`config.mk`:
```
export PLATFORM = sky130hd
export DESIGN_NAME = noc_merge2
export DESIGN_NICKNAME = d
export VERILOG_FILES = /design/src/rtl/noc_pkg.sv /design/src/rtl/rr_arb2.sv /design/src/rtl/noc_merge2.sv
export SDC_FILE = /design/constraint.sdc
export NUM_CORES = 1
export LEC_CHECK = 0
export CAP_MARGIN = 20
export CORE_ASPECT_RATIO = 1.1
export CORE_MARGIN = 4
export CORE_UTILIZATION = 44
export CTS_BUF_LIST = sky130_fd_sc_hd__clkbuf_8
export DETAILED_ROUTE_END_ITERATION = 8
export HOLD_SLACK_MARGIN = 0.03
export PLACE_DENSITY = 0.93
export SYNTH_ARGS = -nofsm -noshare
export SYNTH_HDL_FRONTEND = slang
export SYNTH_SLANG_ARGS = --single-unit
export TNS_END_PERCENT = 100
```
`constraint.sdc`:
```
create_clock -name clk -period 1.76 [get_ports clk]
set_input_delay 0.352 -clock clk [delete_from_list [all_inputs] [get_ports clk]]
set_output_delay 0.352 -clock clk [all_outputs]
set_load 0.02 [all_outputs]
```
`src/rtl/noc_pkg.sv`:
```
// Shared NoC types and packet field positions.
package noc_pkg;
   localparam int PKT_W   = 9;
   localparam int ADDR_HI = 8;
   localparam int ADDR_LO = 5;

   typedef logic [PKT_W-1:0] pkt_t;
   typedef logic             src_t;
endpackage

```
`src/rtl/rr_arb2.sv`:
```
// Combinational two-way round-robin grant. prio names the input that wins a tie.
module rr_arb2
   import noc_pkg::*;
(
   input  logic [1:0] valid,
   input  logic       prio,
   input  logic       load,
   output logic [1:0] gnt,
   output src_t       winner
);

   // grant only when the output side can take a packet; ties go to prio
   always_comb begin
      gnt    = 2'b00;
      winner = 1'b0;
      if (load) begin
         gnt[0] = valid[0] && !(valid[1] && prio);
         gnt[1] = valid[1] && !(valid[0] && !prio);
      end
      winner = gnt[1];
   end

endmodule

```
`src/rtl/noc_merge2.sv`:
```
// Two-input merge stage: round-robin arbitration into independent packet (OUT)
// and source-tag (SRC) output registers. A grant requires both slots free so
// the k-th packet and the k-th tag always pair up.
module noc_merge2
   import noc_pkg::*;
#(
   parameter int W = PKT_W
) (
   input  logic         clk,
   input  logic         reset,
   input  logic         in0_valid,
   output logic         in0_ready,
   input  logic [W-1:0] in0_data,
   input  logic         in1_valid,
   output logic         in1_ready,
   input  logic [W-1:0] in1_data,
   output logic         out_valid,
   input  logic         out_ready,
   output logic [W-1:0] out_data,
   output logic         src_valid,
   input  logic         src_ready,
   output src_t         src_data
);

   logic         out_full_q, out_full_d;
   logic         src_full_q, src_full_d;
   logic [W-1:0] out_data_q, out_data_d;
   src_t         src_data_q, src_data_d;
   logic         prio_q, prio_d;

   logic         out_free, src_free, load, grant;
   logic [1:0]   gnt;
   src_t         winner;

   // slot availability and input readies; readies never look at their own valid
   always_comb begin
      out_free  = !out_full_q || out_ready;
      src_free  = !src_full_q || src_ready;
      load      = out_free && src_free;
      in0_ready = load && !(in1_valid && prio_q);
      in1_ready = load && !(in0_valid && !prio_q);
   end

   rr_arb2 u_arb (
      .valid  ({in1_valid, in0_valid}),
      .prio   (prio_q),
      .load   (load),
      .gnt    (gnt),
      .winner (winner)
   );

   // next state: reload on grant, otherwise drain each slot on its own ready
   always_comb begin
      grant      = |gnt;
      out_full_d = out_full_q;
      src_full_d = src_full_q;
      out_data_d = out_data_q;
      src_data_d = src_data_q;
      prio_d     = prio_q;
      if (out_full_q && out_ready) out_full_d = 1'b0;
      if (src_full_q && src_ready) src_full_d = 1'b0;
      if (grant) begin
         out_full_d = 1'b1;
         src_full_d = 1'b1;
         out_data_d = winner ? in1_data : in0_data;
         src_data_d = winner;
         prio_d     = !winner;
      end
   end

   // state registers; reset clears held packet/tag and the priority pointer
   always_ff @(posedge clk) begin
      if (reset) begin
         out_full_q <= 1'b0;
         src_full_q <= 1'b0;
         out_data_q <= '0;
         src_data_q <= 1'b0;
         prio_q     <= 1'b0;
      end else begin
         out_full_q <= out_full_d;
         src_full_q <= src_full_d;
         out_data_q <= out_data_d;
         src_data_q <= src_data_d;
         prio_q     <= prio_d;
      end
   end

   assign out_valid = out_full_q;
   assign out_data  = out_data_q;
   assign src_valid = src_full_q;
   assign src_data  = src_data_q;

endmodule

```
==> results of run 1 <==
==> power groups by stage <==
stage / clock network [W] / logic, W / registers, W
2_1_floorplan: 0 / 0.000157 / 0.000388
3_3_place_gp: 0 / 0.000344 / 0.000353
3_5_place_dp: 0 / 0.000353 / 0.000354
4_1_cts: 0.000270 / 0.000348 / 0.000350
5_1_grt: 0.000286 / 0.000374 / 0.000354
6_report: 0.000263 / 0.000351 / 0.000350
==> what timing repair did <==
| item | 4_1_cts | 5_1_grt |
|---|---|---|
| setup endpoints to repair | 2 | 3 |
| gates cloned | 0 | 0 |
| buffers inserted | 0 | 0 |
| gates resized for setup | 8 | 2 |
| pin swaps | 0 | 0 |
| hold endpoints to repair | 0 | 0 |
==> layer usage <==
layer	routed length, um	GRT usage, %
met1	844	22.5
met5	0	0
met4	60	9.87
met3	179	3.78
met2	1260	33.9
==> worst min-delay path: cells and delay by family, from the launching register on <==
family | cells | cell delay [ns]
compound gates | 2 | 0.24
flops | 1 | 0.31
==> worst max-delay path by stage <==
| stage | startpoint | to | slack [ns] | depth (start not counted) |
|---|---|---|---|---|
| final | src_ready | in0_ready | -0.001 | 5 |
| after global routing | src_ready | in0_ready | -0.03 | 5 |
| after CTS | src_ready | in0_ready | 0.006 | 5 |
| after detailed placement | src_ready | in1_ready | -0.36 | 5 |
| after global placement | src_ready | in0_ready | -0.31 | 5 |
| after floorplan | out_valid$_SDFFE_PP0P_ | in0_ready | 0.28 | 4 |
==> layout make-up <==
cell class / instances / area (um2) / share of cell area [%]
clock inverters: 1 / 3.75 / 0.304
repair buffers: 50 / 458 / 37.0
well taps: 17 / 21.3 / 1.72
inverters: 9 / 33.8 / 2.73
clock buffers: 3 / 41.3 / 3.34
multi-input cells: 45 / 418 / 33.8
flip-flops and latches: 13 / 260 / 21.1
==> kinds of logic after synthesis <==
kind of cell | count (synthesis) | synth area share [%]
AOI/OAI and AO/OA | 25 | 30.9
and+or+nand+nor | 20 | 21.9
buffers and inverters | 17 | 13.9
DFF | 13 | 33.3
==> sequential cells by signal, indices dropped and copies added, names as in the netlist <==
name and flops:
out_data 9, out_valid 1, prio_q 1, src_data 1, src_valid 1
==> metrics by stage <==
step	hold WS, ns	power, W	TNS, ns	instances	setup slack, ns
finish	0.592	0.000965	-0.00123	138	-0.00123
detailed placement	0.589	0.000708	-1.52	134	-0.361
global placement	0.572	0.000696	-1.25	134	-0.310
global route	0.625	0.00101	-0.0595	138	-0.0339
floorplan	0.421	0.000545	0	75	0.283
CTS	0.597	0.000968	0	138	0.00569
==> cell usage in the layout, fill, tap and decap left out, drive strengths merged, types with 2 or more instances in the layout <==
cell           instances
dfxtp                 13
nor4                   9
a21oi                  3
a31oi                 10
inv                   10
a2111oi                9
clkbuf                 3
nor2b                  3
buf                   15
clkdlybuf4s50         35
or2b                   2
==> impl_summary.log, run 1 <==
[metrics] vias in the first global route: 784
[metrics] register-to-register setup slack: approximately 0.45 ns
[metrics] startpoint of the worst hold path: out_data[2]$_SDFFE_PP0P_
[metrics] violations in the final reports: setup timing
[metrics] Seq/Total Area, Yosys: between 30% and 40%
[metrics] total internal power: 0.000669 W
[metrics] number of sinks on the clock net: 13
[metrics] power per standard cell area: 780 nW/um2
[metrics] final setup margin: -0.00123 ns
[metrics] maximum number of pins on one net before global-route repair: 14
[metrics] core outline area: 1630 um2
[metrics] Area contributors post-synth: dfxtp_1 (33%), a2111oi_2 (17%), a31oi_1 (8.0%)
[metrics] post-route ant nets: 0
[metrics] Worst Path Arrival: 1.41 ns
[metrics] proportion of netlist area held by the largest area contributor: approximately a third
[metrics] number of setup violations in the final report: 1
[metrics] number of instances in the synthesized netlist: 75
[metrics] Min-Delay Path Depth: 2
[metrics] insertion delay to the later sink of the worst-skew pair: approximately 0.24 ns
[metrics] Setup Crit Path Kind: input port to output pin
[metrics] EDFF count, synth: 0
[metrics] area of all placed cells without fillers: 1240 um2
[metrics] most used flip-flop cell after synthesis: dfxtp_1
[metrics] share of total power in sequential cells: between 30% and 40%
[metrics] worst path buffer plus inverter count: 2
[metrics] cell with the most instances after synthesis: dfxtp_1
[metrics] total wire length: approximately 2300 um
[metrics] nets in the synthesized netlist: between 90 and 100
[metrics] peak per-stage delay on the critical path: between 0.4 and 0.5 ns
[metrics] endpoint of the worst register-to-register path: out_data[5]$_SDFFE_PP0P_
[metrics] path type of the worst min-delay path: register to register
[metrics] # IOs: 38
[metrics] RD Place Congestion: between 0.7 and 0.8
[metrics] run status: finished with violations
[metrics] Final Core Density: between 70% and 80%
[metrics] violation count after the first detailed-routing iteration: 18
[metrics] most frequent cells after synthesis: dfxtp_1 (13), a31oi_1 (10), a2111oi_2 (9), inv_1 (9), nor4_1 (8)
[metrics] # hold bufs at CTS: 0
[metrics] share of total power consumed by net switching: a little under a third
[metrics] fraction of final layout cells sized beyond drive strength 1: 28.9%
[metrics] portion of total power attributed to combinational logic: 36.4%
[metrics] total grt overflow: 0
[metrics] Post-Syn Area: between 700 and 800 um2
[metrics] required time at the endpoint of the critical path: ~1.4 ns
[metrics] maximum clock skew at final layout: approximately 0.0011 ns
[metrics] Worst path top cell family by delay: buffers and inverters
[metrics] clock-pin slew reported for the worst setup and hold paths after clock tree synthesis: around 0.05 ns
[metrics] share of flip-flops with an asynchronous set or reset: 0%
[metrics] DP Wirelength: ~1700 um
[metrics] fill cell total of the finished layout: ~120
[metrics] slowest CP cell: clkdlybuf4s50_1
[metrics] Antenna Diode Count: 0
[metrics] minimum clock period: approximately 1.8 ns
[metrics] number of pins exceeding their max-slew limit in the final report: 0
[metrics] Highest Clock Rate: roughly 570 MHz
[metrics] Worst Setup Start Kind: input port
[metrics] share of the clock period used by the worst path after layout: 100%
[metrics] endpoint of the worst hold-timing path: out_data[2]$_SDFFE_PP0P_
[metrics] relative slew slack: 75.5%
[metrics] average cell area after synthesis: 10.4 um2
[metrics] power dissipated by switching net loads: around 0.00030 W
[metrics] vias after detailed routing: 800
[metrics] Crit. End Element: output pin
[metrics] effective utilization at floorplan: between 40 and 50%
[metrics] Synth Register Bits: 13
[metrics] buffer levels on the longest clock path: 2
[metrics] first-pass GRT wire length: around 3500 um
[metrics] cell area reported after detailed placement: 1200 um2
[metrics] top cell type by total area after synthesis: dfxtp_1
[metrics] logic depth of the worst register-to-register path: 4
[metrics] CTS tree: built
[metrics] reported leakage power: between 0.5 and 0.6 nW
[metrics] number of max-capacitance violations reported: 0
[metrics] Final Hold Viols: 0
[metrics] CP Cell Sequence: clkdlybuf4s50_1, or2b_4, nand2_1, a21oi_1, buf_2
[metrics] number of nets in the layout: 146
[metrics] drt wl/cell: about 17 um
[metrics] total clock buffers created by CTS: 3
[metrics] Synth warnings: 0
[metrics] Total Die Area: 2520 um2
[metrics] r2r startpoint: src_valid$_SDFFE_PP0P_
[metrics] number of antenna violations at the first check in global routing: 0
[metrics] buffers added on ports: 37
[metrics] crit path max fanout: 2
[metrics] number of levels the H-tree was split into: 1
[metrics] detailed-router iteration count before antenna repair: 5
[metrics] area added between synthesis and finish: 58.1%
[metrics] total DRC errors in the routed layout: 0
[metrics] maximum ir drop on the vdd rail: 0.502 mV
[metrics] Worst Max-Slew Pin Slew: about 0.36 ns
[metrics] Vias per Instance: ~5.8
[metrics] share of total power in the clock network: 27.3%
[metrics] die height: ~52 um
[metrics] floorplan row count: 15
[metrics] count of unique library cells instantiated by Yosys: 23
[metrics] Clock Tree Root: clkbuf_8
[metrics] Die X: roughly 48 um
[metrics] GRT Total Usage: about a fifth
No activity file was read; power rests on OpenSTA's default activity.
==> inputs of run 2 (changes only) <==
RECOVER_POWER = 50   (was not set)
==> results of run 2 <==
Same layout as run 1: the final DEF is identical, and so are final timing and power.
